[src/rtl/write_out_sequencer.sv]
// write_out_sequencer: drives the write_out stage after the systolic array has
// finished a tile. It waits for the array to drain and then accepts one
// quantized row per handshake. Each accepted row becomes a one-cycle SRAM
// write with the row index and target set. Set 0 (SRAM a/b) holds
// 2*ARRAY_SIZE rows and set 1 (SRAM c) holds ARRAY_SIZE rows.
module write_out_sequencer #(
    parameter int ARRAY_SIZE = 8,
    parameter int LAT_WIDTH  = 5,
    parameter int IDX_WIDTH  = 6
) (
    input  logic                 clk,
    input  logic                 srst,
    input  logic                 start,
    input  logic [1:0]           start_data_set,
    input  logic [LAT_WIDTH-1:0] cfg_latency,
    input  logic                 abort,
    input  logic                 row_valid,
    output logic                 row_ready,
    output logic                 sram_write_enable,
    output logic [1:0]           data_set,
    output logic [IDX_WIDTH-1:0] matrix_index,
    output logic                 busy,
    output logic                 done,
    output logic                 err
);

    typedef enum logic [1:0] {
        ST_IDLE  = 2'd0,
        ST_WAIT  = 2'd1,
        ST_WRITE = 2'd2
    } state_t;

    // Index of the final row of a tile, per target set.
    localparam logic [IDX_WIDTH-1:0] LAST_IDX_SET0 = IDX_WIDTH'(2 * ARRAY_SIZE - 1);
    localparam logic [IDX_WIDTH-1:0] LAST_IDX_SET1 = IDX_WIDTH'(ARRAY_SIZE - 1);
    localparam logic [LAT_WIDTH-1:0] LAT_ONE       = LAT_WIDTH'(1);

    state_t               state_q, state_d;
    logic [1:0]           set_q, set_d;
    logic [LAT_WIDTH-1:0] lat_cnt_q, lat_cnt_d;
    logic [IDX_WIDTH-1:0] idx_q, idx_d;

    logic                 we_q, we_d;
    logic [1:0]           ds_q, ds_d;
    logic [IDX_WIDTH-1:0] mi_q, mi_d;
    logic                 busy_q, busy_d;
    logic                 done_q, done_d;
    logic                 err_q, err_d;

    logic                 accept;
    logic                 last_row;

    // Ready depends only on state and abort: an abort cycle never accepts a
    // row, and there is no combinational path from row_valid.
    assign row_ready = (state_q == ST_WRITE) && !abort;
    assign accept    = row_ready && row_valid;
    assign last_row  = set_q[0] ? (idx_q == LAST_IDX_SET1) : (idx_q == LAST_IDX_SET0);

    // Next-state, counter and registered-output computation.
    always_comb begin
        state_d   = state_q;
        set_d     = set_q;
        lat_cnt_d = lat_cnt_q;
        idx_d     = idx_q;
        we_d      = 1'b0;
        ds_d      = 2'd0;
        mi_d      = '0;
        done_d    = 1'b0;
        err_d     = 1'b0;

        case (state_q)
            ST_IDLE: begin
                if (start) begin
                    set_d = start_data_set;
                    idx_d = '0;
                    if (start_data_set[1]) begin
                        // Sets 2 and 3 do not exist: report and finish at once.
                        done_d = 1'b1;
                        err_d  = 1'b1;
                    end else if (cfg_latency == '0) begin
                        state_d = ST_WRITE;
                    end else begin
                        state_d   = ST_WAIT;
                        lat_cnt_d = cfg_latency;
                    end
                end
            end

            ST_WAIT: begin
                if (abort) begin
                    state_d   = ST_IDLE;
                    lat_cnt_d = '0;
                    idx_d     = '0;
                end else begin
                    // The counter is loaded with the latency, so one cycle
                    // is spent in WAIT for each count down to 1.
                    lat_cnt_d = lat_cnt_q - LAT_ONE;
                    if (lat_cnt_q == LAT_ONE) begin
                        state_d = ST_WRITE;
                    end
                end
            end

            ST_WRITE: begin
                if (abort) begin
                    state_d   = ST_IDLE;
                    lat_cnt_d = '0;
                    idx_d     = '0;
                end else if (accept) begin
                    we_d = 1'b1;
                    mi_d = idx_q;
                    ds_d = set_q;
                    if (last_row) begin
                        state_d = ST_IDLE;
                        idx_d   = '0;
                        done_d  = 1'b1;
                    end else begin
                        idx_d = idx_q + IDX_WIDTH'(1);
                    end
                end
            end

            default: begin
                state_d   = ST_IDLE;
                lat_cnt_d = '0;
                idx_d     = '0;
            end
        endcase

        // Busy follows the state being entered, so it rises the cycle after
        // start and falls together with the final write and done.
        busy_d = (state_d != ST_IDLE);
    end

    // State, counters and output registers; srst clears everything at once.
    always_ff @(posedge clk or posedge srst) begin
        if (srst) begin
            state_q   <= ST_IDLE;
            set_q     <= 2'd0;
            lat_cnt_q <= '0;
            idx_q     <= '0;
            we_q      <= 1'b0;
            ds_q      <= 2'd0;
            mi_q      <= '0;
            busy_q    <= 1'b0;
            done_q    <= 1'b0;
            err_q     <= 1'b0;
        end else begin
            state_q   <= state_d;
            set_q     <= set_d;
            lat_cnt_q <= lat_cnt_d;
            idx_q     <= idx_d;
            we_q      <= we_d;
            ds_q      <= ds_d;
            mi_q      <= mi_d;
            busy_q    <= busy_d;
            done_q    <= done_d;
            err_q     <= err_d;
        end
    end

    assign sram_write_enable = we_q;
    assign data_set          = ds_q;
    assign matrix_index      = mi_q;
    assign busy              = busy_q;
    assign done              = done_q;
    assign err               = err_q;

endmodule

[config.mk]
export PLATFORM = sky130hd
export DESIGN_NAME = write_out_sequencer
export DESIGN_NICKNAME = d
export VERILOG_FILES = /design/src/rtl/write_out_sequencer.sv
export SDC_FILE = /design/constraint.sdc
export NUM_CORES = 1
export LEC_CHECK = 0
export CORE_MARGIN = 4
export CORE_UTILIZATION = 54
export CTS_CLUSTER_DIAMETER = 30
export CTS_CLUSTER_SIZE = 16
export DETAILED_ROUTE_END_ITERATION = 10
export PLACE_DENSITY = 0.91
export SYNTH_ARGS = -nofsm -noshare
export SYNTH_HDL_FRONTEND = slang
export SYNTH_SLANG_ARGS = --single-unit
[constraint.sdc]
create_clock -name clk -period 3.4 [get_ports clk]
set_clock_uncertainty 0.05 [all_clocks]
set_input_delay 0.51 -clock clk [delete_from_list [all_inputs] [get_ports clk]]
set_output_delay 0.51 -clock clk [all_outputs]
set_load 0.05 [all_outputs]
==> Yosys cells after proc, flatten, opt, wreduce, memory -nomap -nowiden <==
Index checks and enable logic that the tools add are counted.
W data, S select, Z words.
{ "classes": {"add_sub_neg": 2, "mul": 0, "n_div": 0, "order_cmp": 0, "n_eq_ne": 11, "n_shift": 0, "mux": 38, "n_bitwise": 0, "n_reduce_logical": 9} }
{ "ops": {"columns": ["cell", "n"], "rows": [
  ["$mux W6", 8],
  ["$mux W5", 5],
  ["$mux W2", 11],
  ["$pmux W6 S3", 1],
  ["$pmux W5 S3", 1],
  ["$mux W1", 10],
  ["$ne A2 B2 Y1 const B", 5],
  ["$add A6 B1 Y6 const B", 1],
  ["$eq A6 B3 Y1 const B", 1],
  ["$eq A6 B4 Y1 const B", 1],
  ["$pmux W2 S3", 1],
  ["$eq A5 B1 Y1 const B", 1],
  ["$logic_not A5 Y1", 1],
  ["$sub A5 B1 Y5 const B", 1],
  ["$reduce_and A4 Y1", 1],
  ["$ne A3 B3 Y1 const B", 1],
  ["$reduce_and A3 Y1", 1],
  ["$eq A2 B1 Y1 const B", 1],
  ["$eq A2 B2 Y1 const B", 1],
  ["$logic_and A1 B1 Y1", 2],
  ["$logic_not A2 Y1", 1],
  ["$pmux W1 S2", 1],
  ["$reduce_and A2 Y1", 1],
  ["$reduce_bool A2 Y1", 1],
  ["$logic_not A1 Y1", 1]
]} }
{ "totals": {"reg_bits": 27, "latchBits": 0, "ram_bits": 0, "romBits": 0, "out_inout_bits": 13, "wordCells": 70, "n_memories": 0} }

==> Depth between registers and ports, before layout <==
{ "depth": {"word_depth": 7, "mapped_depth": 6} }

==> Worst setup path before layout <==
Ideal clock, no wire load.
{ "synth_path": {"path_type": "input-to-output", "from": "input abort", "to": "output row_ready", "arrival_ns": 1.091, "required_ns": 2.840, "setup_slack_ns": 1.749, "path_stages": 2, "path_buffers": 1, "path_cell_list": "nor3b_2 > buf_2"} }
{ "synth_via": {"elab_chain_cells": 2} }
{ "synth_lines": {"columns": ["element", "line_no", "text"], "rows": [
  ["start: declaration", "16", "input logic abort,"],
  ["$logic_not A1 Y1", "55", "assign row_ready = (state_q == ST_WRITE) && !abort;"],
  ["$logic_and A1 B1 Y1", "55", null],
  ["end: declaration", "18", "output logic row_ready,"]
]} }
Every way passes these cells.

==> Final worst setup path <==
Ends and elaborated chain as after synthesis.

==> summary.md <==
| Metric | Value |
|---|---|
| RSZ-0062 raised after global routing | `no` |
| Total grt overflow | `0` |
| Die height | `57.3 um` |
| Pre-antenna DRT Iters | `4` |
| WP data required | `2.84 ns` |
| Setup TNS | `0 ns` |
| Largest net degree at the start of global routing | `28` |
| Lkg Pwr | `0.000721 uW` |
| Area grow syn2layout | `21.3%` |
| Remaining DRCs | `0` |
| Max stage delay cell, worst path | `clkdlybuf4s50_1` |
| Minimum clock period | `2.22 ns` |
| Place WS | `1.16 ns` |
| Most frequent cells in the layout | `dfrtp_1, clkdlybuf4s50_1, nand2_1, and3_1, o21ai_0` |
| Root Buffer | `clkbuf_4` |
| Post-Syn Area | `0.00131 mm^2` |
| Fin nets | `168` |
| Diode count | `0` |
| Final hold violations | `0` |
| GR Util met3 | `3.39%` |
| Largest family of logic cells by synthesized area | `simple AND/OR/NAND/NOR gates` |
| Worst skew pair latency | `0.32 ns` |
| CP Max Fanout | `14` |
| Total CTS buffers | `3` |
| Critical Path Most Common Cell | `buf_4` |
| Core ar. | `0.00225 mm^2` |
| Number of global-route vias before repair | `1,102` |
| Final Max Slew Viols | `0` |
| Worst slew margin | `35.4%` |
| Status | `completed` |
| Yosys synthesis warning count | `0` |
| FF+latch count, synth | `27` |
| Power per cell area | `485 mW/mm^2` |
| Crit Path Category | `in2out` |
| Routed Wire Length | `2800 um` |
| Arrival time worst endpoint | `1.66 ns` |
| CTS sink cnt | `27` |
| Initial core utilization | `58.2%` |
| Worst slew pin tran | `0.969 ns` |
| Min-delay src | `set_q[1]` |
| Worst setup margin | `1.18 ns` |
| Routability Congestion | `0.866` |
| Setup crit start | `abort` |
| Area of placed instances | `0.00157 mm^2` |
| Synth Area in XOR/XNOR | `1.33%` |
| Met1 usage | `26.8%` |
| Post-cts gate resize count | `0` |
| Max Cap Viol | `0` |
| Post-synthesis mux area share | `1.72%` |
| Grt peak-use layer | `met2` |
| Hold Crit Class | `reg2reg` |
| Die ar. | `0.00328 mm^2` |
| Synth top area share | `51.5%` |
| GR Util met2 | `31.3%` |
| Crit. End Element | `output pin` |
| Synth cell types | `39` |
| Period utilisation layout | `65.3%` |
| Synth area leader | `dfrtp_1` |
| Chip width | `57.3 um` |
| I/O pin count | `25` |
| Synth Area in Compound Gates | `15.0%` |
| CTS tree | `yes` |
| Syn_area_per_cell | `10.3 um^2` |
| Wire per inst | `15.5 um` |
| Worst path cell trace | `clkdlybuf4s50_1 -> nor3b_2 -> buf_4 -> buf_4` |
| Finish-stage setup viols | `0` |
| HPWL Detailed | `2160 um` |
| DR iter-0 viols | `41` |
| Cell count after synthesis | `127` |
| Adder-cell share of the synthesized area | `2.86%` |
| Simple-Gate Fraction of Synth Area | `23.3%` |
| Layout cells sized above 1 | `7.89%` |
| Hold-fix buffers at CTS | `0` |
| Clk buf depth | `2` |
| Post-CTS setup buffer count | `0` |
| Clk pin slew, worst setup/hold paths | `0.14 ns` |
| Worst R2R Start | `idx_q[0]` |
| Post-route cell area | `0.00159 mm^2` |
| Site Rows | `17` |
| Post-detailed-route via-to-cell ratio | `5.87` |
| Via count | `1,057` |
| Max VDD drop | `0.000298 V` |
| Sequential area share after synthesis | `51.5%` |
| Power Total | `771 uW` |
| Filler cell count in the final layout | `170` |
| GR Util All Layers | `19.3%` |
| Synth top area cells | `dfrtp_1, and3_1, o21ai_0` |
| Antenna Nets Post-Route | `0` |
| Leading cell type in the layout, fill and taps excluded | `dfrtp_1` |
| Input/output buffers | `24` |
| Slowest cell delay on critical path | `0.52 ns` |
| First-pass GRT wire length | `5040 um` |
| Max Freq | `450 MHz` |
| H-Tree Depth | `1` |
| Syn nets | `142` |
| Crit start category | `primary input` |
| Initial antenna violation count | `0` |
-- state kept, by name, summed over array words and instances, names as in the netlist --
register           count
state_q                2
idx_q                  6
lat_cnt_q              5
busy                   1
data_set               2
set_q                  2
matrix_index           6
done                   1
sram_write_enable      1
err                    1
-- where the power goes --
group          switching, uW  internal [uW]
clock network           91.8           45.9
logic                    129           92.2
registers               49.5            363
-- logic make-up (layout without fill, tap and decap cells) --
logic type                 count (synthesis)  after routing
and+or+nand+nor                           51             51
adders and majority gates                  3              3
xor gates and xnor gates                   2              2
muxes                                      2              2
DFF                                       27             27
AOI/OAI and AO/OA                         30             30
buffers and inverters                     12             37
-- cell type report --
type	count	area (um^2)	share of cell area [%]
Timing Repair Buffer	25	245	15.4
Sequential cell	27	676	42.5
Tap cell	28	35.0	2.20
Multi-Input combinational cell	88	579	36.4
Inverter	8	30.0	1.89
Clock buffer	4	26.3	1.65
-- cells in the mapped netlist, drive strengths merged --
| cell type | instances |
|---|---|
| nor4 | 4 |
| a221o | 3 |
| inv | 8 |
| nand3b | 1 |
| xnor2 | 2 |
| o21a | 2 |
| a21boi | 1 |
| o22ai | 1 |
| o21ai | 10 |
| clkbuf | 1 |
| nand3 | 4 |
| a32oi | 1 |
| ha | 3 |
| dfrtp | 27 |
| or4b | 1 |
| o41a | 1 |
| o31ai | 1 |
| nor3 | 3 |
| nand2 | 9 |
| or3 | 4 |
| a22oi | 1 |
| buf | 3 |
| o32ai | 1 |
| nor4b | 1 |
| or3b | 1 |
| or2 | 1 |
| mux2 | 2 |
| and2 | 1 |
| nor2 | 5 |
| a22o | 1 |
| a21oi | 7 |
| nor3b | 3 |
| nand2b | 4 |
| and3 | 9 |
-- critical path, delay by kind of cell --
family                 cells  cell delay, ns
buffers and inverters      3            0.92
and+or+nand+nor            1            0.22
-- layer usage --
layer,part of all wire (%),up-vias
met2,49,42
met4,0.29,0
met3,7.4,2
li1,-,514
met5,0,-
met1,43,499
-- per-stage QoR --
stage / instances / util (%) / hold slack (ns)
floorplan: 127 / - / 0.389
global placement: 176 / 69.4 / 0.413
detailed placement: 176 / 69.4 / 0.421
CTS: 180 / 70.6 / 0.459
global route: 180 / 70.6 / 0.500
finish: 180 / 70.6 / 0.457
-- path summary, 6_finish.rpt --
kind	end	slack [ns]	depth (start not counted)
max	row_ready	1.18	4
min	set_q[1]	0.46	2
max reg2reg	busy	1.66	5
min reg2reg	set_q[1]	0.46	2
max in group asynchronous	sram_write_enable	2.06	2
min in group asynchronous	lat_cnt_q[1]	0.66	2
Power figures use the tool's default switching activity.
